$ cat src/rtl/imem_loader_pkg.sv
// rtl/imem_loader_pkg.sv - shared types and constants for the instruction-memory boot loader
package imem_loader_pkg;

  // Default instruction-memory word-address width (64 words)
  localparam int ADDRBITS_DEF = 6;

  // Byte-lane geometry of one 32-bit instruction word
  localparam int BYTE_W     = 8;
  localparam int LANES      = 4;
  localparam int LANE_SEL_W = 2;
  localparam logic [LANE_SEL_W-1:0] LANE_FIRST = 2'd0;
  localparam logic [LANE_SEL_W-1:0] LANE_LAST  = 2'd3;

  // Loader state machine
  typedef enum logic [2:0] {
    S_IDLE  = 3'd0,
    S_LOAD  = 3'd1,
    S_CSUM  = 3'd2,
    S_DONE  = 3'd3,
    S_ERROR = 3'd4
  } state_t;

endpackage

$ cat src/rtl/imem_loader_byte_packer.sv
// rtl/imem_loader_byte_packer.sv - 4-byte little-endian word assembler with clear and completion strobe
module byte_packer
  import imem_loader_pkg::*;
(
  input  logic                      i_clk,
  input  logic                      i_rst_n,
  input  logic                      i_clear,
  input  logic                      i_load,
  input  logic [BYTE_W-1:0]         i_byte,
  output logic [LANES*BYTE_W-1:0]   o_word,
  output logic                      o_complete
);

  logic [LANE_SEL_W-1:0]    r_lane;
  logic [LANES*BYTE_W-1:0]  r_word;
  logic [LANES*BYTE_W-1:0]  w_word;

  // Word as it looks with the incoming byte dropped into its lane; the
  // fourth byte is visible here in the same cycle it is accepted
  always_comb begin
    w_word = r_word;
    w_word[r_lane*BYTE_W +: BYTE_W] = i_byte;
  end

  assign o_word     = w_word;
  assign o_complete = i_load && (r_lane == LANE_LAST);

  // Lane pointer and partial word; clear discards any half-built word
  always_ff @(posedge i_clk or negedge i_rst_n) begin
    if (!i_rst_n) begin
      r_lane <= LANE_FIRST;
      r_word <= '0;
    end else if (i_clear) begin
      r_lane <= LANE_FIRST;
      r_word <= '0;
    end else if (i_load) begin
      r_lane <= r_lane + 1'b1;
      r_word <= o_complete ? '0 : w_word;
    end
  end

endmodule

$ cat src/rtl/imem_loader.sv
// rtl/imem_loader.sv - boot byte stream to instruction memory loader; IMEM_LOADER_CSUM_EN adds a trailing XOR checksum byte
module imem_loader
  import imem_loader_pkg::*;
#(
  parameter int ADDRBITS = ADDRBITS_DEF,
  parameter int WIDTH    = 32            // only 32 is supported
) (
  input  logic                clk,
  input  logic                reset,
  input  logic [7:0]          in_data,
  input  logic                in_valid,
  output logic                in_ready,
  input  logic                reload,
  output logic                imem_we,
  output logic [ADDRBITS-1:0] imem_wa,
  output logic [WIDTH-1:0]    imem_wd,
  output logic                cpu_reset,
  output logic                loaded,
  output logic                err
);

  state_t                r_state;
  logic [ADDRBITS-1:0]   r_nm1;
  logic [ADDRBITS-1:0]   r_idx;
  logic                  r_we;
  logic [ADDRBITS-1:0]   r_wa;
  logic [WIDTH-1:0]      r_wd;
  logic                  r_cpu_reset;
  logic                  r_loaded;
`ifdef IMEM_LOADER_CSUM_EN
  logic [7:0]            r_csum;
  logic                  r_err;
`endif

  logic                  w_accepting;
  logic                  w_fire;
  logic                  w_byte_load;
  logic                  w_complete;
  logic [WIDTH-1:0]      w_word;

  // A pending reload blocks acceptance so the restart never swallows a byte
  assign w_accepting = (r_state == S_IDLE) || (r_state == S_LOAD) || (r_state == S_CSUM);
  assign in_ready    = w_accepting && !reload;
  assign w_fire      = in_valid && in_ready;
  assign w_byte_load = w_fire && (r_state == S_LOAD);

  byte_packer u_packer (
    .i_clk      (clk),
    .i_rst_n    (reset),
    .i_clear    (reload),
    .i_load     (w_byte_load),
    .i_byte     (in_data),
    .o_word     (w_word),
    .o_complete (w_complete)
  );

  assign imem_we   = r_we;
  assign imem_wa   = r_wa;
  assign imem_wd   = r_wd;
  assign cpu_reset = r_cpu_reset;
  assign loaded    = r_loaded;
`ifdef IMEM_LOADER_CSUM_EN
  assign err       = r_err;
`else
  assign err       = 1'b0;
`endif

  // Loader FSM with registered memory-write and status outputs
  always_ff @(posedge clk or negedge reset) begin
    if (!reset) begin
      r_state     <= S_IDLE;
      r_nm1       <= '0;
      r_idx       <= '0;
      r_we        <= 1'b0;
      r_wa        <= '0;
      r_wd        <= '0;
      r_cpu_reset <= 1'b1;
      r_loaded    <= 1'b0;
`ifdef IMEM_LOADER_CSUM_EN
      r_csum      <= '0;
      r_err       <= 1'b0;
`endif
    end else begin
      r_we <= 1'b0;
      if (reload) begin
        r_state     <= S_IDLE;
        r_idx       <= '0;
        r_cpu_reset <= 1'b1;
        r_loaded    <= 1'b0;
`ifdef IMEM_LOADER_CSUM_EN
        r_csum      <= '0;
        r_err       <= 1'b0;
`endif
      end else begin
        case (r_state)
          S_IDLE: begin
            if (w_fire) begin
              r_nm1   <= in_data[ADDRBITS-1:0];
              r_state <= S_LOAD;
            end
          end
          S_LOAD: begin
            if (w_fire) begin
`ifdef IMEM_LOADER_CSUM_EN
              r_csum <= r_csum ^ in_data;
`endif
              if (w_complete) begin
                r_we <= 1'b1;
                r_wa <= r_idx;
                r_wd <= w_word;
                if (r_idx == r_nm1) begin
`ifdef IMEM_LOADER_CSUM_EN
                  r_state  <= S_CSUM;
`else
                  // cpu_reset is released one edge later, in DONE, so it
                  // never drops while this final write pulse is high
                  r_state  <= S_DONE;
                  r_loaded <= 1'b1;
`endif
                end else begin
                  r_idx <= r_idx + 1'b1;
                end
              end
            end
          end
          S_CSUM: begin
`ifdef IMEM_LOADER_CSUM_EN
            if (w_fire) begin
              if (in_data == r_csum) begin
                r_state     <= S_DONE;
                r_loaded    <= 1'b1;
                r_cpu_reset <= 1'b0;
              end else begin
                r_state     <= S_ERROR;
                r_err       <= 1'b1;
              end
            end
`else
            r_state <= S_IDLE;
`endif
          end
          S_DONE: begin
            r_loaded    <= 1'b1;
            r_cpu_reset <= 1'b0;
          end
          S_ERROR: begin
            r_cpu_reset <= 1'b1;
          end
          default: r_state <= S_IDLE;
        endcase
      end
    end
  end

endmodule
$ cat config.mk
export PLATFORM = sky130hd
export DESIGN_NAME = imem_loader
export DESIGN_NICKNAME = d
export VERILOG_FILES = /design/src/rtl/imem_loader_pkg.sv /design/src/rtl/imem_loader_byte_packer.sv /design/src/rtl/imem_loader.sv
export SDC_FILE = /design/constraint.sdc
export NUM_CORES = 1
export LEC_CHECK = 0
export ABC_CLOCK_PERIOD_IN_PS = 5400
export CORE_MARGIN = 3
export CORE_UTILIZATION = 45
export DETAILED_ROUTE_END_ITERATION = 10
export PLACE_DENSITY = 0.68
export SKIP_LAST_GASP = 1
export SLEW_MARGIN = 20
export SYNTH_ARGS = -nofsm -noshare
export SYNTH_HDL_FRONTEND = slang
export SYNTH_SLANG_ARGS = --single-unit
$ cat constraint.sdc
create_clock -name clk -period 5.4 [get_ports clk]
set_clock_uncertainty 0.2 [all_clocks]
set_input_delay 1.08 -clock clk [delete_from_list [all_inputs] [get_ports clk]]
set_output_delay 1.08 -clock clk [all_outputs]
set_load 0.005 [all_outputs]
-- Word level (Yosys, flattened, before mapping)
Cells that the tools add are included.
- memory bits (writable): 0
- flip-flop bits (word level): 90
- output and inout bits: 43
- input bits: 12
- word-level logic and storage cells: 76
- ROM bits: 0
- latch bits: 0
- memories: 0
- bitwise gates (word level): 1
- reductions and logical operators: 20
- div/mod/pow operators: 0
- add/sub/neg operators: 3
- muxes and demuxes: 28
- multipliers: 0
- equality and inequality tests: 12
- $lt $le $gt $ge: 0
- shift-type cells: 2
- operator list (operator ; count):
    32-bit 2-to-1 mux ; 3
    5-bit negation with 34-bit output ; 1
    8-bit by 34-bit variable shift with 32-bit output (first input constant) ; 1
    8-bit by 34-bit indexed part select with 32-bit output ; 1
    32-bit bitwise mux ; 1
    6-bit 2-to-1 mux ; 5
    3-bit 2-to-1 mux ; 5
    4-bit AND reduction ; 3
    1-bit 2-to-1 mux ; 9
    3-bit one-hot mux with 3 select lines ; 1
    2-bit nonzero test ; 4
    6-bit by 1-bit adder with 6-bit output (second input constant) ; 1
    3-bit by 2-bit == test with 1-bit output (second input constant) ; 2
    6-bit == test ; 1
    3-bit by 2-bit != test with 1-bit output (second input constant) ; 2
    3-bit != test (second input constant) ; 2
    3-bit nonzero test ; 2
    5-bit AND reduction ; 1
    1-bit logical AND ; 4
    2-bit 2-to-1 mux ; 2
    1-bit one-hot mux with 2 select lines ; 2
    3-bit by 1-bit == test with 1-bit output (second input constant) ; 1
    3-bit == test (second input constant) ; 1
    3-bit logical NOT ; 1
    other kinds (9) ; 10

-- Longest topological paths before layout
- depth after elaboration: 11
- depth in mapped cells: 8
- gate-level depth less buffers: 6

-- Modules after synthesis
From an unflattened synthesis, not the netlist that was laid out.
- cell total of the unflattened synthesis: 380
- area, all modules: 4083.9 µm²
- modules (own cells, without submodules) (module ; area an instance (µm²) ; seq. area each (µm²) ; cells each ; instances):
    imem_loader ; 2317.2 ; 1377.6 ; 223 ; 1
    byte_packer ; 1766.7 ; 850.8 ; 157 ; 1

-- Least setup slack after synthesis
OpenSTA, ideal clock, no wires.
- kind: in2out
- from: in reload
- to: out in_ready
- required time: 4120 ps
- arrival time: 1576 ps
- cell stages on the path: 3
- buffers on the path: 2
- setup slack: 2544 ps
- cell sequence: buf_2 -> buf_1 -> a21oi_1
- word-level cells in the longest chain between the ends: 2
- RTL lines (what ; line ; source):
    start, declared ; imem_loader.sv:13 ; input logic reload,
    1-bit logical NOT ; imem_loader.sv:43 ; assign in_ready = w_accepting && !reload;
    1-bit logical AND ; imem_loader.sv:43 ;
    end, declared ; imem_loader.sv:12 ; output logic in_ready,
Every way passes these cells.

-- Worst setup path after layout
Ends and elaborated chain as after synthesis.

==> impl_metrics.toml <==
[status]
outcome = "finished clean"

[power_and_ir_drop]
power.leakage_nw = 2.004
ir_drop_mv = 0.1109
p_per_area_nw_per_um2 = 254.9

[timing]
fin_crit_sh_pct = 71.98
setup_viol = 0
rsz0062_at_grt = "false"
setup_tns_ns = 0
slew_viol_final = 0
fmax_mhz = 257.3
finalHoldViolations = 0
worst_pin_slew_ns = 0.8002
min_period_ns = 3.887
relSlewSlack_pct = 46.51

[critical_path]
reg2reg_slack_ns = 2.91
startpoint_type = "input pin"
r2r_start = "r_state[1]"
arrival_ns = 2.61
cpMostUsedCell = "clkdlybuf4s50_1"
required_ns = 4.12
path_buf_inv = 2
max_stage_delay_ns = 0.74
cp_top_family = "buffers and inverters"
critical_path_class = "in -> out"
crit_slowest_cell = "clkdlybuf4s50_1"
rr_endpoint = "loaded"
critPathCaptureType = "primary output"
critical_path.cell_chain = "clkdlybuf4s50_1 > a21oi_1 > clkdlybuf4s50_1"
crit_fanout = 19
rr_worst_depth = 5

[logic_synthesis]
synth-seq-cells = 81
ys_seq_area_share_pct = 56.27
yosys_most_used_dff = "dfrtp_1"
yosysUniqueCellTypes = 48
synth_area_leaders = "dfrtp_1 56%, a221oi_1 5.8%, a22o_1 5.8%"
synthTopCellsByCount = "80 x dfrtp_1, 54 x nor2_1, 34 x nand2_1"
synth_top_area_share_pct = 55.54
yosys_warnings = 0
syn_inst = 327
synth_edf_count = 0
synth_fp_nets = 345
synth.largest_area_cell = "dfrtp_1"
synth_most_common_cell = "dfrtp_1"
syn_area_per_cell_sq_um = 11.02
syn-cell-area_sq_um = 3605
async_flop_share_pct = 100.0

[grt]
overflow = 0
first_global_vias = 2636
antenna_found_initial = 0
grt_max_degree = 82
grt_pass1_wl_mm = 13.44
grt_use_total_pct = 19.37

[clock_network]
cts_post_setup_buffers_inserted = 0
clock-sinks = 81
htree_levels = 3
cts_buffer_depth = 2
clock_latency_ns = 0.34
clk_pin_slew_worst_paths_ns = 0.07
cts_tree = "done"
postCtsHoldBufs = 0
cts_buffers = 9
cts-root-buf = "clkbuf_8"
cts_resized = 0

[floorplan]
die_area_sq_um = 9120
die_h_microns = 95.50
io_pins = 55
start_util_pct = 46.41
row_count = 32
dieWidth_microns = 95.50
coreArea_sq_um = 7767

[cells_and_area]
finish.instance_area_sq_um = 4327
fin_nets = 387
drive_above_1_share_pct = 9.383
fin_util_pct = 55.70
area_delta_synth_final_pct = 20.03
diodes = 0

[placement]
place.gp.congestion = 0.8217
place_area_sq_um = 4145
portBuffers = 53
hpwl_mm = 5.200

[detailed_routing]
ant_nets = 0
drt-total-wl_mm = 8.027
dr.pass1.iters = 4
drcViolationCount = 0
vias_per_cell = 5.608
drt_iter0_drc = 175
avgRoutedWirePerCell_microns = 16.90
vias = 2664

[min_path]
whs_path_depth = 2
min_to = "imem_wa[4]"
hold_path_startpoint = "imem_wa[4]"
hold_path_class = "reg -> reg"

[run]
cap_violations = 0
## worst max path at each step
| stage | start | end | slack, ns | cells past startpoint |
|---|---|---|---|---|
| 3_5_place_dp | reload | loaded | 1.42 | 6 |
| 4_1_cts | reload | in_ready | 1.51 | 3 |
| 2_1_floorplan | reload | in_ready | 2.54 | 3 |
| 6_report | reload | in_ready | 1.51 | 3 |
| 5_1_grt | reload | in_ready | 1.35 | 3 |
| 3_3_place_gp | reload | loaded | 1.55 | 6 |
## area by class of cell
class / count / area (sq um)
inverters: 8 / 30.03
clock inverters: 4 / 20.02
well taps: 102 / 127.6
clock buffers: 11 / 141.4
flip-flops and latches: 81 / 2028
repair buffers: 54 / 548.0
fillers: 707 / 3441
multi-input cells: 215 / 1431
## routing by layer
layer	vias up	wire length (microns)	GRT usage [%]
met5	-	0	0
li1	1240	-	-
met3	15	464	4.657
met4	0	157	6.635
met2	86	3579	28.45
met1	1323	3825	28.05
## kinds of logic (layout without fill, tap and decap cells)
family | count (synthesis) | in the layout | synth area share, %
AND/OR/NAND/NOR | 123 | 123 | 16.94
flip-flops | 81 | 81 | 56.27
AO/OA/AOI/OAI | 68 | 68 | 15.76
buffers and inverters | 31 | 77 | 4.026
multiplexers | 11 | 11 | 3.367
adder cells (fa/ha/maj) | 6 | 6 | 2.083
XOR/XNOR | 6 | 6 | 1.458
other | 1 | 1 | 0.1040
## tightest hold or removal path, stage by stage, from the launching register on
cell	delay [ns]
dfrtp_1	0.34
nand2_1	0.05
nand2_1	0.05
## layout by cell type, fill, tap and decap left out, types with 2 or more instances in the layout
cell and instances:
a32o_1 2, nand3_1 9, nor3_2 2, clkbuf_8 10, nor4_4 2, nand2_1 34
inv_1 5, a221oi_1 24, inv_2 2, a22o_1 24, clkdlybuf4s50_1 52, ha_1 6
and2_1 3, mux2i_1 2, mux2_1 3, a211o_1 2, o21ai_2 3, nor2b_1 3
xor2_1 6, nand2b_1 5, mux2_2 6, a21o_1 2, a21oi_1 4, clkinv_2 4
a211oi_1 2, o21ai_0 2, nor2_1 54, dfrtp_1 80
## power by group
part	leakage (nW)	internal (mW)	total, mW	switching (mW)
logic	0.804	0.0352	0.0966	0.0614
clock network	0.0887	0.174	0.376	0.202
registers	1.11	0.620	0.630	0.0101
total	2.00	0.830	1.10	0.273
## through the flow
| stage | worst slack [ns] | total power [mW] | std cells | hold WS (ns) |
|---|---|---|---|---|
| CTS | 1.511 | 1.113 | 474 | 0.2767 |
| global placement | 1.549 | 0.7355 | 459 | 0.2582 |
| global route | 1.351 | 1.154 | 475 | 0.3079 |
| floorplan | 2.544 | 0.6968 | 327 | 0.2628 |
| finish | 1.513 | 1.103 | 475 | 0.2744 |
| detailed placement | 1.417 | 0.7376 | 459 | 0.2596 |
## state kept, by name, indices dropped and copies added (netlist names)
signal           flops
u_packer.r_lane      2
r_idx                6
cpu_reset            1
imem_wa              6
r_state              2
r_nm1                6
imem_wd             32
imem_we              1
u_packer.r_word     24
loaded               1
No activity file was read; power rests on OpenSTA's default activity.
